$ cat config.mk
export PLATFORM = sky130hd
export DESIGN_NAME = spi_ram_arbiter_flat
export DESIGN_NICKNAME = d
export VERILOG_FILES = /design/src/rtl/spi_ram_arbiter_pkg.sv /design/src/rtl/spi_ram_arbiter_if.sv /design/src/rtl/spi_ram_arbiter_rr_arb2.sv /design/src/rtl/spi_ram_arbiter.sv /design/src/flat_wrapper.sv
export SDC_FILE = /design/constraint.sdc
export NUM_CORES = 1
export LEC_CHECK = 0
export ABC_AREA = 1
export CORE_MARGIN = 3
export CORE_UTILIZATION = 45
export DETAILED_ROUTE_END_ITERATION = 10
export GPL_TIMING_DRIVEN = 0
export MAX_ROUTING_LAYER = met4
export PLACE_DENSITY = 0.77
export SLEW_MARGIN = 0
export SYNTH_ARGS = -nofsm -noshare
export SYNTH_HDL_FRONTEND = slang
export SYNTH_HIERARCHICAL = 1
export SYNTH_SLANG_ARGS = --single-unit
$ cat constraint.sdc
create_clock -name clk -period 3.05 [get_ports clk]
set_clock_uncertainty 0.2 [all_clocks]
set_input_delay 0.61 -clock clk [delete_from_list [all_inputs] [get_ports clk]]
set_output_delay 0.61 -clock clk [all_outputs]
set_load 0.01 [all_outputs]
$ cat src/rtl/spi_ram_arbiter_pkg.sv
// Shared constants and types for the SPI/local RAM arbiter:
// command opcodes, bus widths, FSM encoding and the pending-op record.
package spi_ram_pkg;

  localparam int ADDR_W = 8;
  localparam int DATA_W = 8;

  localparam logic [1:0] CMD_WR_ADDR = 2'b00;
  localparam logic [1:0] CMD_WR_DATA = 2'b01;
  localparam logic [1:0] CMD_RD_ADDR = 2'b10;
  localparam logic [1:0] CMD_RD_DATA = 2'b11;

  typedef enum logic {
    IDLE    = 1'b0,
    RD_WAIT = 1'b1
  } state_e;

  typedef struct packed {
    logic              we;
    logic [ADDR_W-1:0] addr;
    logic [DATA_W-1:0] wdata;
  } mem_op_t;

endpackage

$ cat src/rtl/spi_ram_arbiter_if.sv
// Bundle of SPI command/response, local requester and RAM signals around the arbiter.
// The slave modport is the arbiter's view; master is the surrounding environment.
interface spi_ram_arbiter_if;
  import spi_ram_pkg::*;

  logic              spi_rx_valid;
  logic [9:0]        spi_rx_data;
  logic              spi_tx_valid;
  logic [DATA_W-1:0] spi_tx_data;
  logic              spi_ovf;

  logic              loc_req;
  logic              loc_we;
  logic [ADDR_W-1:0] loc_addr;
  logic [DATA_W-1:0] loc_wdata;
  logic              loc_gnt;
  logic              loc_rvalid;
  logic [DATA_W-1:0] loc_rdata;

  logic              mem_en;
  logic              mem_we;
  logic [ADDR_W-1:0] mem_addr;
  logic [DATA_W-1:0] mem_wdata;
  logic [DATA_W-1:0] mem_rdata;

  modport slave (
    input  spi_rx_valid, spi_rx_data, loc_req, loc_we, loc_addr, loc_wdata, mem_rdata,
    output spi_tx_valid, spi_tx_data, spi_ovf, loc_gnt, loc_rvalid, loc_rdata,
           mem_en, mem_we, mem_addr, mem_wdata
  );

  modport master (
    output spi_rx_valid, spi_rx_data, loc_req, loc_we, loc_addr, loc_wdata, mem_rdata,
    input  spi_tx_valid, spi_tx_data, spi_ovf, loc_gnt, loc_rvalid, loc_rdata,
           mem_en, mem_we, mem_addr, mem_wdata
  );

endinterface

$ cat src/rtl/spi_ram_arbiter_rr_arb2.sv
// Two-requester round-robin arbiter. req[0] is SPI, req[1] is local;
// prio_q names the requester that wins a tie and flips only when a grant is issued.
module rr_arb2 (
  input  logic       clk,
  input  logic       rst_n,
  input  logic       en,
  input  logic [1:0] req,
  output logic [1:0] gnt
);

  logic prio_q, prio_d;

  always_comb begin
    gnt = 2'b00;
    if (en) begin
      if (req[0] && (!req[1] || !prio_q)) begin
        gnt = 2'b01;
      end else if (req[1]) begin
        gnt = 2'b10;
      end
    end
  end

  always_comb begin
    prio_d = prio_q;
    if (gnt[0]) begin
      prio_d = 1'b1;
    end else if (gnt[1]) begin
      prio_d = 1'b0;
    end
  end

  always_ff @(posedge clk) begin
    if (!rst_n) begin
      prio_q <= 1'b0;
    end else begin
      prio_q <= prio_d;
    end
  end

endmodule

$ cat src/rtl/spi_ram_arbiter.sv
// Decodes SPI command words into a one-entry pending slot and shares a single-port
// RAM between that slot and a local requester; read data returns two cycles after issue.
module spi_ram_arbiter
  import spi_ram_pkg::*;
#(
  parameter bit AUTO_INC = 1'b0
) (
  input logic               clk,
  input logic               rst_n,
  spi_ram_arbiter_if.slave  bus
);

  state_e            state_q, state_d;
  logic [ADDR_W-1:0] wr_addr_q, wr_addr_d, rd_addr_q, rd_addr_d;
  logic              pend_q, pend_d;
  mem_op_t           pend_op_q, pend_op_d;
  logic              rd_tag_q, rd_tag_d;
  logic              tx_valid_q, tx_valid_d;
  logic [DATA_W-1:0] tx_data_q, tx_data_d;
  logic              loc_rvalid_q, loc_rvalid_d;
  logic [DATA_W-1:0] loc_rdata_q, loc_rdata_d;
  logic              ovf_q, ovf_d;

  logic              arb_en;
  logic [1:0]        gnt;
  mem_op_t           loc_op, issue_op;
  logic [1:0]        opcode;
  logic [DATA_W-1:0] payload;
  logic              acc_op, acc_rd, spi_ret, loc_ret;
  logic              mem_en, mem_we;
  logic [ADDR_W-1:0] mem_addr;
  logic [DATA_W-1:0] mem_wdata;

  assign opcode   = bus.spi_rx_data[9:8];
  assign payload  = bus.spi_rx_data[7:0];
  assign acc_op   = bus.spi_rx_valid && ((opcode == CMD_WR_DATA) || (opcode == CMD_RD_DATA));
  assign acc_rd   = bus.spi_rx_valid && (opcode == CMD_RD_DATA);
  assign loc_op   = {bus.loc_we, bus.loc_addr, bus.loc_wdata};
  assign issue_op = gnt[0] ? pend_op_q : loc_op;
  assign spi_ret  = (state_q == RD_WAIT) && !rd_tag_q;
  assign loc_ret  = (state_q == RD_WAIT) && rd_tag_q;

  // Grants only in IDLE and never while reset is asserted.
  assign arb_en = rst_n && (state_q == IDLE);

  rr_arb2 u_arb (
    .clk   (clk),
    .rst_n (rst_n),
    .en    (arb_en),
    .req   ({bus.loc_req, pend_q}),
    .gnt   (gnt)
  );

  always_ff @(posedge clk) begin
    if (!rst_n) begin
      state_q <= IDLE;
    end else begin
      state_q <= state_d;
    end
  end

  always_comb begin
    state_d = state_q;
    case (state_q)
      IDLE:    if ((|gnt) && !issue_op.we) state_d = RD_WAIT;
      RD_WAIT: state_d = IDLE;
      default: state_d = IDLE;
    endcase
  end

  always_comb begin
    mem_en    = |gnt;
    mem_we    = 1'b0;
    mem_addr  = '0;
    mem_wdata = '0;
    if (mem_en) begin
      mem_we    = issue_op.we;
      mem_addr  = issue_op.addr;
      mem_wdata = issue_op.wdata;
    end
  end

  always_comb begin
    wr_addr_d    = wr_addr_q;
    rd_addr_d    = rd_addr_q;
    pend_d       = pend_q && !gnt[0];
    pend_op_d    = pend_op_q;
    ovf_d        = ovf_q;
    rd_tag_d     = rd_tag_q;
    tx_valid_d   = tx_valid_q;
    tx_data_d    = tx_data_q;
    loc_rvalid_d = 1'b0;
    loc_rdata_d  = loc_rdata_q;

    if (bus.spi_rx_valid) begin
      case (opcode)
        CMD_WR_ADDR: wr_addr_d = payload;
        CMD_RD_ADDR: rd_addr_d = payload;
        CMD_WR_DATA: begin
          pend_op_d = {1'b1, wr_addr_q, payload};
          if (AUTO_INC) wr_addr_d = wr_addr_q + ADDR_W'(1);
        end
        CMD_RD_DATA: begin
          pend_op_d = {1'b0, rd_addr_q, {DATA_W{1'b0}}};
          if (AUTO_INC) rd_addr_d = rd_addr_q + ADDR_W'(1);
        end
        default: ;
      endcase
    end

    // A slot that is issuing this cycle is free, so only a non-issuing hit overflows.
    if (acc_op) begin
      pend_d = 1'b1;
      if (pend_q && !gnt[0]) ovf_d = 1'b1;
    end

    if ((|gnt) && !issue_op.we) rd_tag_d = gnt[1];

    if (spi_ret) tx_data_d = bus.mem_rdata;
    if (spi_ret && !acc_rd) begin
      tx_valid_d = 1'b1;
    end else if (bus.spi_rx_valid) begin
      tx_valid_d = 1'b0;
    end

    if (loc_ret) begin
      loc_rvalid_d = 1'b1;
      loc_rdata_d  = bus.mem_rdata;
    end
  end

  always_ff @(posedge clk) begin
    if (!rst_n) begin
      wr_addr_q    <= '0;
      rd_addr_q    <= '0;
      pend_q       <= 1'b0;
      pend_op_q    <= '0;
      ovf_q        <= 1'b0;
      rd_tag_q     <= 1'b0;
      tx_valid_q   <= 1'b0;
      tx_data_q    <= '0;
      loc_rvalid_q <= 1'b0;
      loc_rdata_q  <= '0;
    end else begin
      wr_addr_q    <= wr_addr_d;
      rd_addr_q    <= rd_addr_d;
      pend_q       <= pend_d;
      pend_op_q    <= pend_op_d;
      ovf_q        <= ovf_d;
      rd_tag_q     <= rd_tag_d;
      tx_valid_q   <= tx_valid_d;
      tx_data_q    <= tx_data_d;
      loc_rvalid_q <= loc_rvalid_d;
      loc_rdata_q  <= loc_rdata_d;
    end
  end

  assign bus.mem_en       = mem_en;
  assign bus.mem_we       = mem_we;
  assign bus.mem_addr     = mem_addr;
  assign bus.mem_wdata    = mem_wdata;
  assign bus.loc_gnt      = gnt[1];
  assign bus.loc_rvalid   = loc_rvalid_q;
  assign bus.loc_rdata    = loc_rdata_q;
  assign bus.spi_tx_valid = tx_valid_q;
  assign bus.spi_tx_data  = tx_data_q;
  assign bus.spi_ovf      = ovf_q;

endmodule

$ cat src/flat_wrapper.sv
// flat-port wrapper written by rule: the top's interface ports become plain ports
module spi_ram_arbiter_flat import spi_ram_pkg::*;
#(
  parameter bit AUTO_INC = 1'b0
)
  (clk, rst_n, bus_spi_rx_valid, bus_spi_rx_data, bus_loc_req, bus_loc_we, bus_loc_addr, bus_loc_wdata, bus_mem_rdata, bus_spi_tx_valid, bus_spi_tx_data, bus_spi_ovf, bus_loc_gnt, bus_loc_rvalid, bus_loc_rdata, bus_mem_en, bus_mem_we, bus_mem_addr, bus_mem_wdata);
  spi_ram_arbiter_if bus_i ();
  input logic clk;
  input logic rst_n;
  input wire logic [$bits(bus_i.spi_rx_valid)-1:0] bus_spi_rx_valid;
  input wire logic [$bits(bus_i.spi_rx_data)-1:0] bus_spi_rx_data;
  input wire logic [$bits(bus_i.loc_req)-1:0] bus_loc_req;
  input wire logic [$bits(bus_i.loc_we)-1:0] bus_loc_we;
  input wire logic [$bits(bus_i.loc_addr)-1:0] bus_loc_addr;
  input wire logic [$bits(bus_i.loc_wdata)-1:0] bus_loc_wdata;
  input wire logic [$bits(bus_i.mem_rdata)-1:0] bus_mem_rdata;
  output wire logic [$bits(bus_i.spi_tx_valid)-1:0] bus_spi_tx_valid;
  output wire logic [$bits(bus_i.spi_tx_data)-1:0] bus_spi_tx_data;
  output wire logic [$bits(bus_i.spi_ovf)-1:0] bus_spi_ovf;
  output wire logic [$bits(bus_i.loc_gnt)-1:0] bus_loc_gnt;
  output wire logic [$bits(bus_i.loc_rvalid)-1:0] bus_loc_rvalid;
  output wire logic [$bits(bus_i.loc_rdata)-1:0] bus_loc_rdata;
  output wire logic [$bits(bus_i.mem_en)-1:0] bus_mem_en;
  output wire logic [$bits(bus_i.mem_we)-1:0] bus_mem_we;
  output wire logic [$bits(bus_i.mem_addr)-1:0] bus_mem_addr;
  output wire logic [$bits(bus_i.mem_wdata)-1:0] bus_mem_wdata;
  assign bus_i.spi_rx_valid = bus_spi_rx_valid;
  assign bus_i.spi_rx_data = bus_spi_rx_data;
  assign bus_i.loc_req = bus_loc_req;
  assign bus_i.loc_we = bus_loc_we;
  assign bus_i.loc_addr = bus_loc_addr;
  assign bus_i.loc_wdata = bus_loc_wdata;
  assign bus_i.mem_rdata = bus_mem_rdata;
  assign bus_spi_tx_valid = bus_i.spi_tx_valid;
  assign bus_spi_tx_data = bus_i.spi_tx_data;
  assign bus_spi_ovf = bus_i.spi_ovf;
  assign bus_loc_gnt = bus_i.loc_gnt;
  assign bus_loc_rvalid = bus_i.loc_rvalid;
  assign bus_loc_rdata = bus_i.loc_rdata;
  assign bus_mem_en = bus_i.mem_en;
  assign bus_mem_we = bus_i.mem_we;
  assign bus_mem_addr = bus_i.mem_addr;
  assign bus_mem_wdata = bus_i.mem_wdata;
  spi_ram_arbiter #(.AUTO_INC(AUTO_INC)) u_core (.clk(clk), .rst_n(rst_n), .bus(bus_i));
endmodule
==> run_results.csv <==
group,metric,value,unit
run_status,status,"completed",
synth,ys_seq_elements,56,
die,start_util,47.8,%
finish,nFillCells,417,
placement,gp_congestion,0.825,
placement,placed_cell_area,3160,µm²
clocking,htreeDepth,2,
clocking,numCtsBuffers,5,
sta,final-hold-violation-count,0,
grt,grt-ovfl-total,0,
clocking,cts_buffer_depth,2,
detailed_routing,via_count,2440,
worst_hold_path,hold_path_depth,2,
synth,yosysUniqueCellTypes,20,
clocking,cts-root-buf,"clkbuf_8",
placement,dp_worst_setup_slack,-1370,ps
critical_path,cp_slowest_cell,"clkdlybuf4s15_1",
critical_path,worstSetupStartpointType,"primary input",
critical_path,r2r_slack,1460,ps
placement,place.port_buffers,76,
sta,slew_viol_final,0,
critical_path,cp.arrival,2140,ps
synth,synth.avg_cell_area,7.20,µm²
worst_hold_path,hold_path.class,"reg -> reg",
critical_path,max_stage_delay,240,ps
detailed_routing,ant_nets,0,
grt,grt_pass1_wl,10.9,mm
clocking,clk_pin_slew,100,ps
detailed_routing,wire_per_inst,13.7,µm
worst_hold_path,min-delay-start,"u_core/wr_addr_q[2]",
critical_path,r2r_start,"u_core/state_q",
detailed_routing,viasPerCell,5.16,
sta,min_period,2950,ps
critical_path,crit_top_cell,"buf_4",
die,rows,25,
sta,slew_headroom,70.3,%
die,fp.dieH,77.8,µm
critical_path,crit_family,"buffers and inverters",
critical_path,crit_required,2240,ps
finish,final_cell_mix,"nor2_1 (72), clkdlybuf4s50_1 (56), dfxtp_1 (56)",
worst_hold_path,min_to,"u_core/wr_addr_q[2]",
sta,hold_ws,262,ps
die,core_area,4850,µm²
finish,final_common_cell,"nor2_1",
finish,nets,444,
clocking,cts_tree,"built",
finish,final_cells,473,
placement,hpwl,4.89,mm
clocking,worst_skew_pair.late_latency,300,ps
clocking,cts.sinks,56,
synth,ys.flop_type,"dfxtp_1",
critical_path,reg2reg_depth,9,
detailed_routing,first_iter_violations,190,
finish,design_area,3260,µm²
synth,syn-num-nets,361,
detailed_routing,postRouteWirelength,6.46,mm
synth,synth_edf_count,0,
critical_path,r2r_end,"u_core/rd_tag_q",
finish,areaGrowthSynthToFinish,40.6,%
die,die-area,6050,µm²
detailed_routing,drc_errors,0,
grt,grt_max_degree,19,
synth,syn_inst,322,
placement,dp_cells,465,
critical_path,crit_type,"in -> out",
critical_path,critPathMaxFanout,10,
synth,async_flop_share,0,%
critical_path,cp_num_cells,12,
grt,antenna_found_initial,0,
power_and_ir_drop,max-vdd-ir-drop,0.000252,V
synth,synth_seq_area_share,48.4,%
synth,synth_area,2320,µm²
sta,worst_pin_slew,445,ps
die,die_w,77.8,µm
sta,layout_setup_ws,103,ps
finish,drive_above_1_share,9.85,%
detailed_routing,drtPass1Iterations,4,
critical_path,crit_chain,"buf_2 > inv_4 > clkbuf_8 > nor2_2 > nand3_1 > inv_1 > buf_4 > buf_4 > buf_6 > a21oi_1 > nor2_1 > clkdlybuf4s15_1",
run,cap_violations,0,
grt,grt_pass1_vias,2306,
critical_path,cp.buffers_inverters,8,
grt,track_usage,22.9,%
sta,period_share,96.6,%
power_and_ir_drop,power_leakage,1.41,nW
critical_path,endpoint_kind,"output pin",
die,io_pins,77,
sta,setup_viol,0,
synth,ys_warn_count,6,
power_and_ir_drop,power_density,443,nW/µm²
sta,fmax,339,MHz
finish,diodes,0,
-- metal layers --
metal	vias to the layer above	global-route usage [%]	share of wire [%]
met5	-	-	0
met3	13	4.87	7.6
met2	100	37.2	47
met4	0	6.58	2.0
li1	1226	-	-
met1	1101	28.6	43
-- final cells by class --
type                            count  area, µm²  share of cell area, %
Sequential cell                    56       1120                   34.4
Buffer                             17        129                   3.95
Timing Repair Buffer               76        711                   21.8
Multi-Input combinational cell    225       1030                   31.5
Clock inverter                      3       23.8                  0.729
Tap cell                           67       83.8                   2.57
Inverter                           24       95.1                   2.92
Clock buffer                        5       68.8                   2.11
-- cells in the mapped netlist, types with 3 or more instances --
master	instances	share of area [%]
nor2_1	73	12
dfxtp_1	56	48
a21oi_1	53	11
o21ai_0	45	9.7
nand2_1	31	5.0
inv_1	20	3.2
nand3_1	12	2.6
buf_2	6	1.3
clkbuf_1	5	0.81
buf_4	4	1.3
nand2_2	3	0.81
-- flip-flops by register name, indices dropped and copies added, names as in the netlist --
signal,count
u_core/pend_q,1
u_core/bus.spi_tx_valid,1
u_core/pend_op_q,17
u_core/bus.loc_rvalid,1
u_core/bus.spi_ovf,1
u_core/state_q,1
u_core/rd_addr_q,8
u_core/bus.loc_rdata,8
u_core/bus.spi_tx_data,8
u_core/rd_tag_q,1
u_core/u_arb/prio_q,1
u_core/wr_addr_q,8
-- logic make-up after synthesis --
| family | after synthesis | synth area share [%] |
|---|---|---|
| compound gates | 103 | 22.6 |
| flops | 56 | 48.4 |
| simple gates | 122 | 21.4 |
| buf+inv | 41 | 7.61 |
-- how the worst max path moves through the flow --
stage / slack, ps / startpoint / to
2_1_floorplan: 240 / rst_n / bus_mem_addr[1]
3_5_place_dp: -1370 / rst_n / bus_mem_wdata[3]
5_1_grt: -0.6 / rst_n / bus_mem_wdata[0]
4_1_cts: 6 / rst_n / bus_mem_addr[3]
6_report: 100 / rst_n / bus_mem_wdata[0]
3_3_place_gp: -1350 / rst_n / bus_mem_wdata[3]
-- tightest hold or removal path: cells and delay by family (launching register included) --
kind	cells	cell delay, ps
compound gates	1	60
buf+inv	1	60
flops	1	310
-- stage by stage --
step | power [mW] | util (%) | setup TNS (ps)
after floorplan | 0.915 | - | 0
after global placement | 1.06 | 65.2 | -21200
after detailed placement | 1.06 | 65.2 | -21700
after CTS | 1.46 | 67.5 | 0
after global routing | 1.52 | 67.2 | -0.599
final | 1.45 | 67.2 | 0
-- repair_timing --
item	4_1_cts	5_1_grt
endpoints found under the setup margin	19	13
hold buffers	0	0
buffers inserted	0	0
gates resized for setup	39	20
-- report_power, final --
group,switching [mW],internal [mW],total [mW]
combinational,0.136,0.123,0.258
clock,0.245,0.163,0.408
sequential,0.0155,0.764,0.779
total,0.396,1.05,1.45
(Power assumes the default switching activity.)
